`src/rtl/mem_arbiter.sv`:
```
// rtl/mem_arbiter.sv - single-port unified memory arbiter between fetch and data stages
module mem_arbiter #(
  parameter int A_WIDTH = 32,
  parameter int D_WIDTH = 32
) (
  input  logic               clk,
  input  logic               rst,
  input  logic               if_req,
  input  logic [A_WIDTH-1:0] if_addr,
  output logic [D_WIDTH-1:0] if_rdata,
  output logic               if_valid,
  input  logic               d_req,
  input  logic               d_we,
  input  logic [A_WIDTH-1:0] d_addr,
  input  logic [D_WIDTH-1:0] d_wdata,
  output logic [D_WIDTH-1:0] d_rdata,
  output logic               d_valid,
  output logic               mem_req,
  output logic               mem_we,
  output logic [A_WIDTH-1:0] mem_addr,
  output logic [D_WIDTH-1:0] mem_wdata,
  input  logic [D_WIDTH-1:0] mem_rdata,
  input  logic               mem_ready,
  output logic               stall_f,
  output logic               stall_m
);

  typedef enum logic [1:0] {
    IDLE   = 2'd0,
    BUSY_I = 2'd1,
    BUSY_D = 2'd2
  } state_t;

  // Which requester completed most recently; breaks ties under contention.
  typedef enum logic {
    LAST_I = 1'b0,
    LAST_D = 1'b1
  } last_t;

  state_t state, state_nxt;
  last_t  last, last_nxt;

  logic done_i;
  logic done_d;
  logic arb;
  logic elig_i;
  logic elig_d;
  logic grant_i;
  logic grant_d;

  // Completion detection, eligibility masking and the D-first / alternate-on-tie pick.
  always_comb begin
    state_nxt = state;
    last_nxt  = last;
    done_i    = (state == BUSY_I) && mem_ready;
    done_d    = (state == BUSY_D) && mem_ready;
    // Arbitration happens when idle or on the edge that finishes an access,
    // so a waiting requester is picked up with no bubble cycle.
    arb       = (state == IDLE) || done_i || done_d;
    // The requester just served still shows req high on its completion edge;
    // it must not be granted a second time for the same request.
    elig_i    = if_req && !done_i;
    elig_d    = d_req && !done_d;
    grant_d   = arb && elig_d && (!elig_i || (last == LAST_I));
    grant_i   = arb && elig_i && !grant_d;

    if (done_i) begin
      last_nxt = LAST_I;
    end else if (done_d) begin
      last_nxt = LAST_D;
    end

    if (grant_d) begin
      state_nxt = BUSY_D;
    end else if (grant_i) begin
      state_nxt = BUSY_I;
    end else if (arb) begin
      state_nxt = IDLE;
    end
  end

  // Grant FSM state and tie-break history.
  always_ff @(posedge clk or posedge rst) begin
    if (rst) begin
      state <= IDLE;
      last  <= LAST_I;
    end else begin
      state <= state_nxt;
      last  <= last_nxt;
    end
  end

  // Memory-side request registers: loaded on a grant, frozen while busy.
  always_ff @(posedge clk or posedge rst) begin
    if (rst) begin
      mem_req   <= 1'b0;
      mem_we    <= 1'b0;
      mem_addr  <= '0;
      mem_wdata <= '0;
    end else begin
      mem_req <= (state_nxt != IDLE);
      if (grant_d) begin
        mem_we    <= d_we;
        mem_addr  <= d_addr;
        mem_wdata <= d_wdata;
      end else if (grant_i) begin
        mem_we   <= 1'b0;
        mem_addr <= if_addr;
      end else if (arb) begin
        mem_we <= 1'b0;
      end
    end
  end

  // Result capture and one-cycle completion pulses; stores leave d_rdata alone.
  always_ff @(posedge clk or posedge rst) begin
    if (rst) begin
      if_valid <= 1'b0;
      d_valid  <= 1'b0;
      if_rdata <= '0;
      d_rdata  <= '0;
    end else begin
      if_valid <= done_i;
      d_valid  <= done_d;
      if (done_i) begin
        if_rdata <= mem_rdata;
      end
      if (done_d && !mem_we) begin
        d_rdata <= mem_rdata;
      end
    end
  end

  assign stall_f = if_req && !if_valid;
  assign stall_m = d_req && !d_valid;

endmodule

```
`config.mk`:
```
export PLATFORM = sky130hd
export DESIGN_NAME = mem_arbiter
export DESIGN_NICKNAME = d
export VERILOG_FILES = /design/src/rtl/mem_arbiter.sv
export SDC_FILE = /design/constraint.sdc
export NUM_CORES = 1
export LEC_CHECK = 0
export ABC_AREA = 1
export CAP_MARGIN = 20
export CORE_UTILIZATION = 40
export CTS_BUF_LIST = sky130_fd_sc_hd__clkbuf_2 sky130_fd_sc_hd__clkbuf_4 sky130_fd_sc_hd__clkbuf_8
export CTS_CLUSTER_DIAMETER = 100
export DETAILED_ROUTE_END_ITERATION = 8
export PLACE_DENSITY = 0.8
export SYNTH_ARGS = -nofsm -noshare
export SYNTH_HDL_FRONTEND = slang
export SYNTH_SLANG_ARGS = --single-unit
```
`constraint.sdc`:
```
create_clock -name clk -period 5 [get_ports clk]
set_clock_uncertainty 0.05 [all_clocks]
set_input_delay 0.5 -clock clk [delete_from_list [all_inputs] [get_ports clk]]
set_output_delay 0.5 -clock clk [all_outputs]
set_load 0.1 [all_outputs]
```
-- Word-level counts from Yosys, hierarchy flattened
Cells that the tools add are included.
- input bits: 134
- register bits: 135
- output and inout port bits: 134
- bitwise logic cells: 1
- reduce and logical (&&, ||, !) cells: 26
- equality and inequality tests: 2
- muxes and demuxes: 10
- operators by type and width (cell ; number):
    $mux 32 ; 2
    $logic_and 1x1->1 ; 11
    $logic_not 1->1 ; 7
    $mux 2 ; 3
    $reduce_bool 2->1 ; 3
    $mux 1 ; 5
    $logic_or 1x1->1 ; 3
    $reduce_bool 3->1 ; 1
    $eq 2x1->1 const B ; 1
    $eq 2x2->1 const B ; 1
    $logic_not 2->1 ; 1
    $not 1->1 ; 1

-- Logic depth before layout (Yosys ltp)
- depth after elaboration: 12
- gate-level depth with buffers: 11
- mapped depth without buffers: 9

-- Least setup slack after synthesis
No wires, ideal clock.
- path kind: reg2out
- from: register if_valid
- to: output stall_f
- data arrival time: 2.144 ns
- stages on the path, launching flop included: 2
- slack: 2.306 ns
- cells stage by stage: dfrtp_1 -> nor2_1
- word-level cells in the longest chain between the ends: 2
- RTL lines (item ; line ; text):
    start: declaration ; 11 ; output logic if_valid,
    start signal: assignment ; 123 ; if_valid <= done_i;
    $logic_not 1->1 ; 134 ; assign stall_f = if_req && !if_valid;
    $logic_and 1x1->1 ; 134 ;
    end: declaration ; 24 ; output logic stall_f,
Every way passes these cells.

-- Worst setup path after layout
- from: input if_req
- to: output stall_f
- word-level cells in the longest chain between the ends: 1
- RTL lines (item ; line ; text):
    start: declaration ; 8 ; input logic if_req,
    $logic_and 1x1->1 ; 134 ;
Every way passes these cells.

==> summary.txt <==
vias -> 5,282
Slew HR -> 30.54%
Critical Path Fanout Max -> 3
GPL Wtd Cong -> 0.7824
status -> finished, final reports clean
First-pass DRT Iterations -> 5
Synth Net Count -> 796
Cell Chain, Critical Path -> clkdlybuf4s50_1 > inv_1 > nor2_1 > clkdlybuf4s50_1
CTS tree -> done
R2R setup slack -> 2.49 ns
Post-Route WL -> 16,260 µm
initial core utilization -> 41.03%
DP Wirelength -> 10,870 µm
antenna fix cells -> 0
Detail Route Antenna Nets -> 0
Boundary Pins -> 268
core box area -> 13,930 µm²
largest net degree at the start of global routing -> 101
Sum Neg Setup Slack -> 0 ns
Crit path depth -> 4
max-cap viol count -> 0
post-synthesis sequential area ratio -> 59.08%
worst-margin pin slew -> 1.039 ns
die width -> 121.6 µm
CP Capture Type -> primary output
Hold Path Class -> reg2reg
#FFs+latches synth -> 135
Worst-Skew Late Latency -> 0.44 ns
CTS buffer count -> 17
Die Area -> 14,780 µm²
post-route minimum period -> 2.921 ns
start of the worst register-to-register path -> state[1]$_DFF_PP0_
initial antenna violation count -> 0
CP required -> 4.45 ns
global-route wire length before repair -> 25,520 µm
commonest non-fill, non-tap cell in the layout -> clkdlybuf4s50_1
Global Route Usage Sum -> 22.78%
port bufs -> 267
mapped cell area -> 5718 µm²
RSZ-0062 raised after global routing -> false
most used cell, CP -> clkdlybuf4s50_1
crit path capture -> stall_f
crit path kind -> in2out
Max Transition Viols Final -> 0
vias per cell -> 4.776
post-CTS setup repair buffer count -> 0
number of DRC markers in iteration 0 -> 435
CP top delay family -> buffers and inverters
clk sinks -> 135
post-synthesis cell count -> 662
period utilization -> 58.42%
WP buf/inv -> 3
Overflow after GRT -> 0
Die Ht -> 121.6 µm
hold-fix buffers at CTS -> 0
WP data arrival -> 2.37 ns
Max Buffers Root-to-Sink -> 2
Yosys Warn Count -> 0
Hold Fails Final Rpt -> 0
Worst Setup SP -> if_req
vias in the first global route -> 5,075
layout cells sized above 1 -> 5.616%
DRC errors left -> 0
Yosys cell types -> 19
startpoint types -> input pin
syn_area_per_cell -> 8.637 µm²
H-tree depth -> 4
drt wl/cell -> 14.70 µm
commonest non-fill, non-tap cells in the layout -> clkdlybuf4s50_1, nand2_1, dfrtp_1
area grow syn2layout -> 55.71%
Root Buffer -> clkbuf_8
Final setup viols -> 0
RR Endpoint -> mem_wdata[22]$_DFFE_PP0N_
Worst-path clk slew -> 0.07 ns
Max Freq -> 342.4 MHz
slowest CP cell -> clkdlybuf4s50_1
post-cts sizing count -> 0
nets -> 1,047
crit-path max cell delay -> 1.13 ns
r2r worst-path depth -> 8
Rows -> 43
-- area by class of cell --
class	instances	area, µm²
Timing Repair Buffer	276	2773
Fill cell	1135	5031
Inverter	73	279.0
Multi-Input combinational cell	410	1834
Clock inverter	14	172.7
Clock buffer	18	241.5
Tap cell	180	225.2
Sequential cell	135	3378
-- through the flow --
| stage | instance area [µm²] | cells | util [%] | setup WS [ns] | hold slack (ns) |
|---|---|---|---|---|---|
| after CTS | 8856 | 1104 | 63.55 | 2.061 | 0.4264 |
| after floorplan | 5718 | 662 | - | 0.8389 | 0.4130 |
| after detailed placement | 8442 | 1072 | 60.58 | 1.808 | 0.4075 |
| after global routing | 8904 | 1106 | 63.90 | 2.049 | 0.4518 |
| after global placement | 8442 | 1072 | 60.58 | 1.848 | 0.4027 |
| final | 8904 | 1106 | 63.90 | 2.079 | 0.4210 |
-- cells by family after synthesis --
logic type             synth area share (%)
buffers and inverters                 8.928
AOI/OAI and AO/OA                     6.127
and+or+nand+nor                       25.86
DFF                                   59.08
-- worst min path at each step --
stage          slack (ns)                        end  cells past startpoint                      start
2_1_floorplan        0.41           last$_DFFE_PP0P_                      2           last$_DFFE_PP0P_
3_3_place_gp         0.40  mem_wdata[28]$_DFFE_PP0N_                      2  mem_wdata[28]$_DFFE_PP0N_
3_5_place_dp         0.41  mem_wdata[28]$_DFFE_PP0N_                      2  mem_wdata[28]$_DFFE_PP0N_
4_1_cts              0.43  mem_wdata[10]$_DFFE_PP0N_                      2  mem_wdata[10]$_DFFE_PP0N_
5_1_grt              0.45  mem_wdata[18]$_DFFE_PP0N_                      2  mem_wdata[18]$_DFFE_PP0N_
6_report             0.42  mem_wdata[10]$_DFFE_PP0N_                      2  mem_wdata[10]$_DFFE_PP0N_
-- metal layers --
layer	part of all wire, %	GRT usage [%]	vias up
li1	-	-	2602
met1	42	28.24	2428
met2	48	35.30	207
met3	5.9	5.946	45
met4	4.4	14.66	0
met5	0	0	-
-- sequential cells by signal, summed over array words and instances (netlist names), 2 cells and up --
name / count
state: 2
d_rdata: 32
mem_wdata: 32
if_rdata: 32
mem_addr: 32
-- worst min-delay path: stages, from the launching register on --
cell     delay (ns)
dfrtp_1        0.34
nand2_1        0.05
nand2_1        0.05
-- synth_stat cells (all sizes together) --
cell type / instances / share of area [%]
nand2: 206 / 14
dfrtp: 135 / 59
nand3: 133 / 12
inv: 73 / 4.8
o21ai: 64 / 5.6
buf: 34 / 3.5
clkbuf: 10 / 0.66
nor2: 3 / 0.33
o211ai: 2 / 0.44
a21oi: 1 / 0.087
or2: 1 / 0.11
Power is not shown: default switching activity piles up to over one toggle a cycle in this logic, so the estimate is an artifact.
